===== config.mk =====
export PLATFORM = sky130hd
export DESIGN_NAME = fifo_serial_tx
export DESIGN_NICKNAME = d
export VERILOG_FILES = /design/src/rtl/fifo_serial_pkg.sv /design/src/rtl/bit_timer.sv /design/src/rtl/fifo_serial_tx.sv
export SDC_FILE = /design/constraint.sdc
export NUM_CORES = 1
export LEC_CHECK = 0
export CORE_UTILIZATION = 50
export CTS_CLUSTER_SIZE = 12
export DETAILED_ROUTE_END_ITERATION = 12
export PLACE_DENSITY = 0.77
export SYNTH_ARGS = -nofsm -noshare
export SYNTH_HDL_FRONTEND = slang
export SYNTH_HIERARCHICAL = 1
export SYNTH_SLANG_ARGS = --single-unit

===== constraint.sdc =====
create_clock -name clk -period 2.2 [get_ports clk]
set_input_delay 0.44 -clock clk [delete_from_list [all_inputs] [get_ports clk]]
set_output_delay 0.44 -clock clk [all_outputs]
set_load 0.03 [all_outputs]

===== src/rtl/fifo_serial_pkg.sv =====
// fifo_serial_pkg: definitions shared by the FIFO serial transmitter and its timer.
//   tx_state_e   : FSM state encoding
//   IdleLevel    : serial line level while nothing is being sent
//   StartBits    : number of start bits per frame
//   StopBits     : number of stop bits per frame
//   frame_cycles : clock cycles one frame occupies on the line
package fifo_serial_pkg;

    typedef enum logic [2:0] {
        StIdle,
        StReq,
        StLoad,
        StStart,
        StData,
        StParity,
        StStop
    } tx_state_e;

    localparam logic        IdleLevel = 1'b1;
    localparam int unsigned StartBits = 1;
    localparam int unsigned StopBits  = 1;

    function automatic int unsigned frame_cycles(input int unsigned width,
                                                 input int unsigned clkdiv,
                                                 input int unsigned parity_bits);
        return (StartBits + width + parity_bits + StopBits) * clkdiv;
    endfunction

endpackage


===== src/rtl/bit_timer.sv =====
// bit_timer: free-running CLKDIV divider that marks the last cycle of each serial bit.
//   clk   : system clock
//   res_n : asynchronous active-low reset
//   clear : synchronous restart, counter is 0 in the following cycle
//   tick  : high during the last cycle (count == CLKDIV-1) of each bit period
module bit_timer #(
    parameter int unsigned CLKDIV = 16
) (
    input  logic clk,
    input  logic res_n,
    input  logic clear,
    output logic tick
);

    localparam int unsigned CntW    = (CLKDIV > 1) ? $clog2(CLKDIV) : 1;
    localparam logic [CntW-1:0] CntLast = CntW'(CLKDIV - 1);

    logic [CntW-1:0] cnt_q;
    logic [CntW-1:0] cnt_d;

    always_comb begin
        cnt_d = cnt_q + CntW'(1);
        if (clear || (cnt_q == CntLast)) begin
            cnt_d = '0;
        end
    end

    always_ff @(posedge clk or negedge res_n) begin
        if (!res_n) begin
            cnt_q <= '0;
        end else begin
            cnt_q <= cnt_d;
        end
    end

    assign tick = (cnt_q == CntLast);

endmodule


===== src/rtl/fifo_serial_tx.sv =====
// fifo_serial_tx: pops words from a FIFO read port and sends each as an async serial frame
// (start bit, WIDTH data bits LSB first, optional even parity bit, stop bit).
// Optional feature macro: FIFO_SERIAL_TX_PARITY_EN inserts the parity bit.
//   clk       : system clock
//   res_n     : asynchronous active-low reset, aborts any frame in flight
//   enable    : permits starting a new frame (only looked at in idle)
//   empty     : FIFO empty flag
//   rdata     : FIFO read data, valid the cycle after the shift_out edge
//   shift_out : FIFO pop request, one cycle per frame
//   tx        : serial line, idle high, registered
//   busy      : high whenever a frame is in progress
module fifo_serial_tx
    import fifo_serial_pkg::*;
#(
    parameter int unsigned WIDTH  = 8,
    parameter int unsigned CLKDIV = 16
) (
    input  logic             clk,
    input  logic             res_n,
    input  logic             enable,
    input  logic             empty,
    input  logic [WIDTH-1:0] rdata,
    output logic             shift_out,
    output logic             tx,
    output logic             busy
);

    localparam int unsigned BitW = (WIDTH > 1) ? $clog2(WIDTH) : 1;
    localparam logic [BitW-1:0] BitLast = BitW'(WIDTH - 1);

    tx_state_e        state_q, state_d;
    logic [WIDTH-1:0] shreg_q, shreg_d;
    logic [BitW-1:0]  bit_cnt_q, bit_cnt_d;
    logic             tx_q, tx_d;
    logic             timer_clear;
    logic             tick;

`ifdef FIFO_SERIAL_TX_PARITY_EN
    logic parity_q, parity_d;
`endif

    bit_timer #(
        .CLKDIV(CLKDIV)
    ) u_bit_timer (
        .clk  (clk),
        .res_n(res_n),
        .clear(timer_clear),
        .tick (tick)
    );

    always_comb begin
        state_d     = state_q;
        shreg_d     = shreg_q;
        bit_cnt_d   = bit_cnt_q;
        timer_clear = 1'b0;
`ifdef FIFO_SERIAL_TX_PARITY_EN
        parity_d    = parity_q;
`endif

        unique case (state_q)
            StIdle: begin
                if (enable && !empty) begin
                    state_d = StReq;
                end
            end
            StReq: begin
                state_d = StLoad;
            end
            StLoad: begin
                shreg_d     = rdata;
                bit_cnt_d   = '0;
                // Align bit periods with the start of the start bit.
                timer_clear = 1'b1;
`ifdef FIFO_SERIAL_TX_PARITY_EN
                parity_d    = ^rdata;
`endif
                state_d     = StStart;
            end
            StStart: begin
                if (tick) begin
                    state_d = StData;
                end
            end
            StData: begin
                if (tick) begin
                    if (bit_cnt_q == BitLast) begin
                        bit_cnt_d = '0;
`ifdef FIFO_SERIAL_TX_PARITY_EN
                        state_d   = StParity;
`else
                        state_d   = StStop;
`endif
                    end else begin
                        bit_cnt_d = bit_cnt_q + BitW'(1);
                        shreg_d   = shreg_q >> 1;
                    end
                end
            end
            StParity: begin
                if (tick) begin
                    state_d = StStop;
                end
            end
            StStop: begin
                if (tick) begin
                    state_d = StIdle;
                end
            end
            default: begin
                state_d = StIdle;
            end
        endcase
    end

    // Line level follows the next state so tx changes on the same edge as the state.
    always_comb begin
        tx_d = IdleLevel;
        case (state_d)
            StStart:  tx_d = 1'b0;
            StData:   tx_d = shreg_d[0];
`ifdef FIFO_SERIAL_TX_PARITY_EN
            StParity: tx_d = parity_q;
`endif
            default:  tx_d = IdleLevel;
        endcase
    end

    always_ff @(posedge clk or negedge res_n) begin
        if (!res_n) begin
            state_q   <= StIdle;
            shreg_q   <= '0;
            bit_cnt_q <= '0;
            tx_q      <= IdleLevel;
        end else begin
            state_q   <= state_d;
            shreg_q   <= shreg_d;
            bit_cnt_q <= bit_cnt_d;
            tx_q      <= tx_d;
        end
    end

`ifdef FIFO_SERIAL_TX_PARITY_EN
    always_ff @(posedge clk or negedge res_n) begin
        if (!res_n) begin
            parity_q <= 1'b0;
        end else begin
            parity_q <= parity_d;
        end
    end
`endif

    assign shift_out = (state_q == StReq);
    assign busy      = (state_q != StIdle);
    assign tx        = tx_q;

endmodule


After elaboration in Yosys (flattened, before gate mapping)
Index checks and enable logic that the tools add are counted.

word-level totals
  input port bits = 12
  output and inout bits = 3
  bits in registers = 19

operators by class
  eq/ne operators = 12
  $add $sub $neg = 2
  mux-type cells = 16
  reduce and logical (&&, ||, !) cells = 8

operators by type and width
  operator               number
  $mux W3                8
  $pmux W3 S7            1
  $mux W8                2
  $pmux W8 S2            1
  $eq A3 B3 Y1 const B   5
  $eq A3 B2 Y1 const B   3
  $pmux W3 S2            1
  $add A4 B1 Y4 const B  1
  $eq A4 B4 Y1 const B   1
  $mux W4                1
  $ne A2 B2 Y1 const B   2
  $add A3 B1 Y3 const B  1
  $eq A3 B1 Y1 const B   1
  $logic_not A3 Y1       1
  $reduce_and A3 Y1      1
  $reduce_bool A3 Y1     1
  $pmux W1 S2            1
  $reduce_and A2 Y1      1
  $reduce_bool A2 Y1     1
  $logic_and A1 B1 Y1    1
  $logic_not A1 Y1       1
  $logic_or A1 B1 Y1     1
  $mux W1                1

Depth between registers and ports, before layout
Gate-level depths: netlist (run 1).

  depth after elaboration = 6
  depth in mapped cells = 6
  mapped depth without buffers = 6

Hierarchy
The synthesis (run 1) kept the hierarchy.

modules (own cells, without submodules)
  module          area each (µm²)  cells each  sequential area each (µm²)  times used
  fifo_serial_tx  833.3            90          376.6                       1
  bit_timer       171.4            13          100.1                       1

Worst setup path before layout (run 1)
OpenSTA, ideal clock, no wires.

  path kind = reg2out
  start point = register state_q[0]
  end point = output shift_out
  stages on the path, launching flop included = 4
  required time = 1.760 ns
  slack = 0.394 ns
  arrival = 1.366 ns
  cells stage by stage = dfrtp_1 -> buf_2 -> inv_1 -> nor3_1

on the way
  longest elaborated chain between the ends = 1

ends and longest elaborated chain
  element                   line                   RTL
  start: declaration        fifo_serial_tx.sv:31   tx_state_e state_q, state_d;
  start signal: assignment  fifo_serial_tx.sv:130  state_q <= StIdle;
  start signal: assignment  fifo_serial_tx.sv:135  state_q <= state_d;
  $eq A3 B1 Y1              fifo_serial_tx.sv:152  assign shift_out = (state_q == StReq);
  end: declaration          fifo_serial_tx.sv:23   output logic shift_out,

Every way passes these cells.

Worst setup path in the final report (run 1)
  start point = register state_q[1]
  end point = output busy

on the way
  longest elaborated chain between the ends = 1

ends and longest elaborated chain
  element             line                   RTL
  $reduce_bool A3 Y1  fifo_serial_tx.sv:153  assign busy = (state_q != StIdle);
  end: declaration    fifo_serial_tx.sv:25   output logic busy

Every way passes these cells.

==> key figures, run 1 <==
Setup path
  • Kind of critical path: reg2out
  • Worst setup SP type: flop
  • Worst path slowest cell: clkdlybuf4s50_1
  • CP max stage delay: 0.68 ns
  • Critical Path Fanout Max: 13
  • Worst Path Buf+Inv: 2
  • Crit path DAT: around 1.7 ns
  • Critical path's top delay family: buffers and inverters
  • CP Capture Type: output port
  • CP required: 1.76 ns
  • Crit-path cells: inv_1 > nand3_1 > clkdlybuf4s50_1

GRT
  • First-pass GRT wire length: 3110 um
  • Antenna violations before repair: 0
  • Tot GR Track Use: 20.4%
  • Largest net degree at the start of global routing: 18
  • Vias in the first global route: between 600 and 700
  • GRT Residual Overflow: 0

Placement
  • HPWL Detailed: between 1000 and 1500 um
  • Number of I/O port buffers: 14
  • GPL Wtd Cong: 0.877
  • Placed insts: between 100 and 150
  • Dpl cell area: 1180 um^2

Clock tree
  • Num CTS Buffers: 3
  • Clock H-tree levels: 1
  • Worst-Skew Late Latency: 0.29 ns
  • Max clock buf depth: 2
  • Clock sink count: 19
  • CTS root buf: clkbuf_4
  • CTS tree: yes
  • Clock Pin Slew Worst Setup and Hold Paths: ~0.090 ns

Run status
  • Status: finished, final reports clean

Cells and area
  • FF/Latch Area: about 480 um^2
  • Fill cells: between 150 and 200
  • # diodes: 0
  • Share of layout cells above drive strength 1: around an eighth
  • Layout Cell Area excl Fill: about 1200 um^2
  • Post-route insts no fill: between 100 and 150
  • Final net count: 136
  • Multi-input logic area: around 450 um^2
  • Core Util, Final: roughly two thirds
  • Commonest non-fill, non-tap cell in the layout: dfrtp_1
  • Layout area overhead: 20.3%
  • Commonest cells after routing, fill and taps aside: dfrtp_1, clkdlybuf4s50_1, inv_1

Timing
  • Tmin final: roughly 2.1 ns
  • RSZ-0062 raised after global routing: false
  • Endpoints failing setup: 0
  • Final TNS setup: 0 ns
  • Slew @ Worst Pin: 0.448 ns
  • Hold Slack: ~0.46 ns
  • Final Skew: 0.000550 ns
  • Fin crit share: between 90 and 100%
  • Worst slew margin: 70.1%
  • Final hold vios: 0
  • Fmax: roughly 470 MHz
  • Final Max Tran Viols: 0

Floorplanning
  • Row count: 15
  • Total core area: 1800 um^2
  • Die Span Y: 46.8 um
  • Die area: ~2200 um^2
  • Die width: between 40 and 50 um
  • Starting Density: 55.8%
  • I/O pins: 15

Synthesis
  • Synth unique cells: 35
  • Post-synthesis cell count: a little over 100
  • Post-Syn Area: ~1000 um^2
  • Top_reg_cell synth: dfrtp_1
  • Yosys reg bits: 19
  • Async set-or-reset flop fraction in the synthesized netlist: 100%
  • Syn Area/Cell: between 9 and 10 um^2
  • Synth warn: 6
  • Sequential area share after synthesis: around 47%
  • Number of flops mapped to enable cells by yosys: 0
  • Syn_nets: roughly 120

Flow run
  • MaxCap Viol Count: 0

Routing
  • First DRT Iteration DRCs: 30
  • Via count: roughly 800
  • Antenna Nets Post-Route: 0
  • DRC violations left: 0
  • Routed vias/inst: roughly 5.6
  • Post-DR wirelength/cell: ~13 um
  • WL final: 1870 um
  • TritonRoute pass-1 iters: 4

Pwr
  • VDD IR max: between 0.0003 and 0.0004 V
  • Leakage power: around 0.52 nW
  • PD cells: between 400 and 500 nW/um^2

Hold path
  • Min-Delay Path Class: in2async
==> area by class of cell <==
type | count | share of cell area, %
Multi-Input combinational cell | 66 | 37.5
Clock buffer | 4 | 2.17
Tap cell | 25 | 2.59
Sequential cell | 19 | 39.6
Inverter | 13 | 4.04
Timing Repair Buffer | 18 | 14.1
==> per-layer routing <==
metal  wire length (um)  up-vias  GRT usage [%]
li1                   -      408              -
met1                928      382           30.0
met2                864       21           29.4
met3                 76        0           6.92
met4                  0        0           3.43
met5                  0        -              0
==> metrics by stage <==
| stage | setup WS (ns) | total power (W) |
|---|---|---|
| 6_report | 0.0617 | 0.000569 |
| 5_1_grt | 0.000376 | 0.000603 |
| 4_1_cts | 0.00703 | 0.000579 |
| 3_5_place_dp | 0.294 | 0.000411 |
| 3_3_place_gp | 0.363 | 0.000410 |
| 2_1_floorplan | 0.394 | 0.000379 |
==> path summary, 6_finish.rpt <==
check,from,to,slack (ns),depth (start not counted)
worst max-delay path,state_q[1],busy,0.06,3
worst min-delay path,res_n,shreg_q[0],0.46,1
worst max register to register,u_bit_timer/cnt_q[0],tx,0.39,6
worst min register to register,u_bit_timer/cnt_q[0],u_bit_timer/cnt_q[0],0.51,1
max in group asynchronous,res_n,state_q[1],1.23,2
min in group clk,u_bit_timer/cnt_q[0],u_bit_timer/cnt_q[0],0.51,1
==> report_power, final <==
group | internal (W) | switching (W)
Combinational | 0.0000261 | 0.0000170
Clock | 0.0000705 | 0.0000952
Sequential | 0.000357 | 0.00000351
Total | 0.000454 | 0.000116
==> cells in the mapped netlist (all sizes together), types with 2 or more instances <==
cell type	n	share of area (%)
o21ai	13	6.5
a22oi	7	5.2
dfrtp	18	45
nand2	4	1.5
a21oi	3	1.5
nand3	2	1.0
nor2	6	2.5
inv	13	4.9
nor3	4	3.1
a2bb2oi	2	2.4
a31oi	2	1.2
a211oi	2	1.5
nor3b	3	2.7
buf	4	2.2
nand2b	2	1.2
and2b	2	1.5
ha	3	3.7
a32oi	2	1.7
==> registers in the layout, summed over array words and instances, names as in the netlist <==
| name | cells |
|---|---|
| bit_cnt_q | 3 |
| shreg_q | 8 |
| state_q | 3 |
| tx | 1 |
| u_bit_timer/cnt_q | 4 |
==> repair_timing <==
item | in CTS | in global routing
endpoints found under the setup margin | 1 | 2
hold buffers | 0 | 0
gates resized for setup | 1 | 1
hold endpoints to repair | 0 | 0
buffers inserted | 0 | 0
==> cells by family (layout without fill, tap and decap cells) <==
logic type	Yosys count	after routing	share of synthesized area, %
fa+ha+maj	3	3	3.74
compound gates	37	37	25.2
simple gates	25	25	15.3
buf+inv	18	35	7.47
flops	19	19	47.4
xor+xnor	1	1	0.872
No activity file was read; power rests on OpenSTA's default activity.
==> run 2: changes to the inputs <==
--- a/config.mk
+++ b/config.mk
@@ -5,10 +5,13 @@
 export SDC_FILE = /design/constraint.sdc
 export NUM_CORES = 1
 export LEC_CHECK = 0
+export CAP_MARGIN = 20
 export CORE_UTILIZATION = 50
 export CTS_CLUSTER_SIZE = 12
 export DETAILED_ROUTE_END_ITERATION = 12
+export GPL_TIMING_DRIVEN = 0
 export PLACE_DENSITY = 0.77
+export SLEW_MARGIN = 20
 export SYNTH_ARGS = -nofsm -noshare
 export SYNTH_HDL_FRONTEND = slang
 export SYNTH_HIERARCHICAL = 1
==> key figures, run 2 (synthesis gave the netlist of run 1 again) <==
Clock tree
  • CTS tree: yes
  • Clock H-tree levels: 1 (unchanged)
  • Num CTS Buffers: 3 (unchanged)
  • Post-CTS Hold Buffers: 0 (unchanged)
  • Clock sink count: 19 (unchanged)
  • Clock Pin Slew Worst Setup and Hold Paths: 0.12 ns (+0.03 ns)
  • CTS root buf: clkbuf_4
  • Worst-Skew Late Latency: 0.30 ns (about the same)
  • Max clock buf depth: 2 (unchanged)
  • Setup bufs post-CTS: 0 (unchanged)

Placement
  • HPWL Detailed: 1440 um (+1.1%)
  • GPL Wtd Cong: 0.854 (-2.6%)
  • Number of I/O port buffers: 14 (unchanged)

Cells and area
  • Max reg flops: 8 (unchanged)
  • Most flop-heavy register: shreg_q
  • Largest registers: shreg_q: 8 flops, u_bit_timer/cnt_q: 4 flops
  • # diodes: 0 (unchanged)
  • Layout area overhead: 19.2%
  • Fill cells: 154 (-1.3%)
  • Share of layout cells above drive strength 1: 12.4% (-0.10 points)
  • Commonest non-fill, non-tap cell in the layout: dfrtp_1
  • Commonest cells after routing, fill and taps aside: dfrtp_1, inv_1, clkdlybuf4s50_1
  • Final net count: 137 (+0.74%)

Routing
  • Via count: 827 (+2.0%)
  • Post-DR wirelength/cell: 13.5 um (+5.0%)
  • First DRT Iteration DRCs: 19 (-37%)
  • WL final: 1980 um (+5.7%)
  • Antenna Nets Post-Route: 0 (unchanged)
  • Routed vias/inst: 5.66 (+1.3%)
  • DRC violations left: 0 (unchanged)
  • TritonRoute pass-1 iters: 4 (unchanged)

Timing
  • Final Max Tran Viols: 0 (unchanged)
  • Final hold vios: 0 (unchanged)
  • Tmin final: 2.03 ns (-0.106 ns)
  • Final TNS setup: 0 ns (unchanged)
  • Final Skew: 0.00603 ns (+0.00548 ns)
  • Fin crit share: 92.4% (-4.8 points)
  • Fmax: 492 MHz (+5.2%)
  • Worst slew margin: 46.4% (-24 points)
  • Endpoints failing setup: 0 (unchanged)
  • RSZ-0062 raised after global routing: false
  • Slew @ Worst Pin: 0.802 ns (+0.355 ns)

Setup path
  • Worst setup SP type: flop
  • Kind of critical path: reg2out
  • Crit path DAT: 1.59 ns (-0.11 ns)
  • Reg-to-reg setup timing slack: 0.46 ns (+0.07 ns)
  • Register-to-Register Path Depth: 6 (unchanged)
  • Critical Path Fanout Max: 10 (-3)
  • Reg-to-reg startpoint: u_bit_timer/cnt_q[0]
  • CP required: 1.76 ns (about the same)
  • Worst R2R End: bit_cnt_q[2]
  • CP Capture Type: output port

Floorplanning
  • Total core area: 1800 um^2 (unchanged)
  • Die width: 46.8 um (unchanged)
  • Die area: 2190 um^2 (unchanged)
  • Die Span Y: 46.8 um (unchanged)
  • I/O pins: 15 (unchanged)
  • Row count: 15 (unchanged)
  • Starting Density: 55.8% (unchanged)

Run status
  • Status: finished, final reports clean

Hold path
  • Min-Delay Path Class: reg2reg
  • Hold path cells: 1
  • Hold_sp: u_bit_timer/cnt_q[0]
  • Hold EP: u_bit_timer/cnt_q[0]

GRT
  • Largest net degree at the start of global routing: 20 (+2)
  • Tot GR Track Use: 22.2% (+1.8 points)
  • Antenna violations before repair: 0 (unchanged)
  • Vias in the first global route: 793 (+16%)
  • GRT Residual Overflow: 0 (unchanged)
  • First-pass GRT wire length: 3400 um (+9.5%)

Flow run
  • MaxCap Viol Count: 0 (unchanged)

Pwr
  • VDD IR max: 0.000351 V (-11%)
  • Leakage power: 0.529 nW (+0.91%)
  • PD cells: 486 nW/um^2 (+3.2%)
  • Total power: 0.000582 W (+2.3%)
==> run 2: changes by cell type in the layout (fill, tap and decap cells not counted), moves of 2 or more <==
cell	change
dfrtp_1	+2
buf_4	-3
buf_2	+3
dfrtp_2	-2
clkdlybuf4s50_1	-2
==> run 2: worst max-delay path, cell delays in order, from the launching register on <==
cell and delay [ns]:
dfrtp_1 0.42, buf_2 0.24, inv_1 0.14, nand3_1 0.10, dlygate4sd2_1 0.40
==> run 2: power by group <==
group	switching [W]	internal (W)	total (W)	leakage, nW
clock	0.000113	0.0000677	0.000180	0.0177
combinational	0.0000164	0.0000250	0.0000415	0.294
sequential	0.00000336	0.000357	0.000360	0.218
==> run 2: how the worst max path moves through the flow <==
stage	slack (ns)	start	endpoint	cells after the start
after floorplan	0.39	state_q[0]	shift_out	3
after global placement	0.15	state_q[0]	shift_out	4
after detailed placement	0.11	state_q[0]	shift_out	4
after CTS	0.05	state_q[0]	shift_out	4
after global routing	0.10	state_q[0]	busy	4
final	0.17	state_q[0]	busy	4
==> run 2: through the flow <==
step | std cells | utilization (%) | instance area (um^2) | hold slack (ns) | worst slack, ns
4_1_cts | 146 | 66.7 | 1200 | 0.506 | 0.0538
5_1_grt | 146 | 66.5 | 1200 | 0.545 | 0.104
2_1_floorplan | 103 | - | 1000 | 0.144 | 0.394
3_3_place_gp | 142 | 65.3 | 1180 | 0.480 | 0.151
3_5_place_dp | 142 | 65.3 | 1180 | 0.490 | 0.115
6_report | 146 | 66.5 | 1200 | 0.508 | 0.168
==> run 2: layout make-up <==
class	instances	area, um^2	share of cell area [%]
flip-flops and latches	19	477	39.8
inverters	13	48.8	4.08
repair buffers	14	134	11.2
plain buffers	5	26.3	2.19
multi-input cells	66	453	37.8
clock inverters	1	5.00	0.418
clock buffers	3	22.5	1.88
well taps	25	31.3	2.61
==> run 2: repair_timing <==
| action | 4_1_cts | 5_1_grt |
|---|---|---|
| gates resized for setup | 2 | 3 |
| endpoints found under the setup margin | 2 | 1 |
| pin swaps | 0 | 0 |
==> run 2: routing by layer <==
layer	track usage (%)	routed length, um
met4	11.4	40
met2	33.1	936
met5	0	0
met1	31.0	943
met3	3.85	54
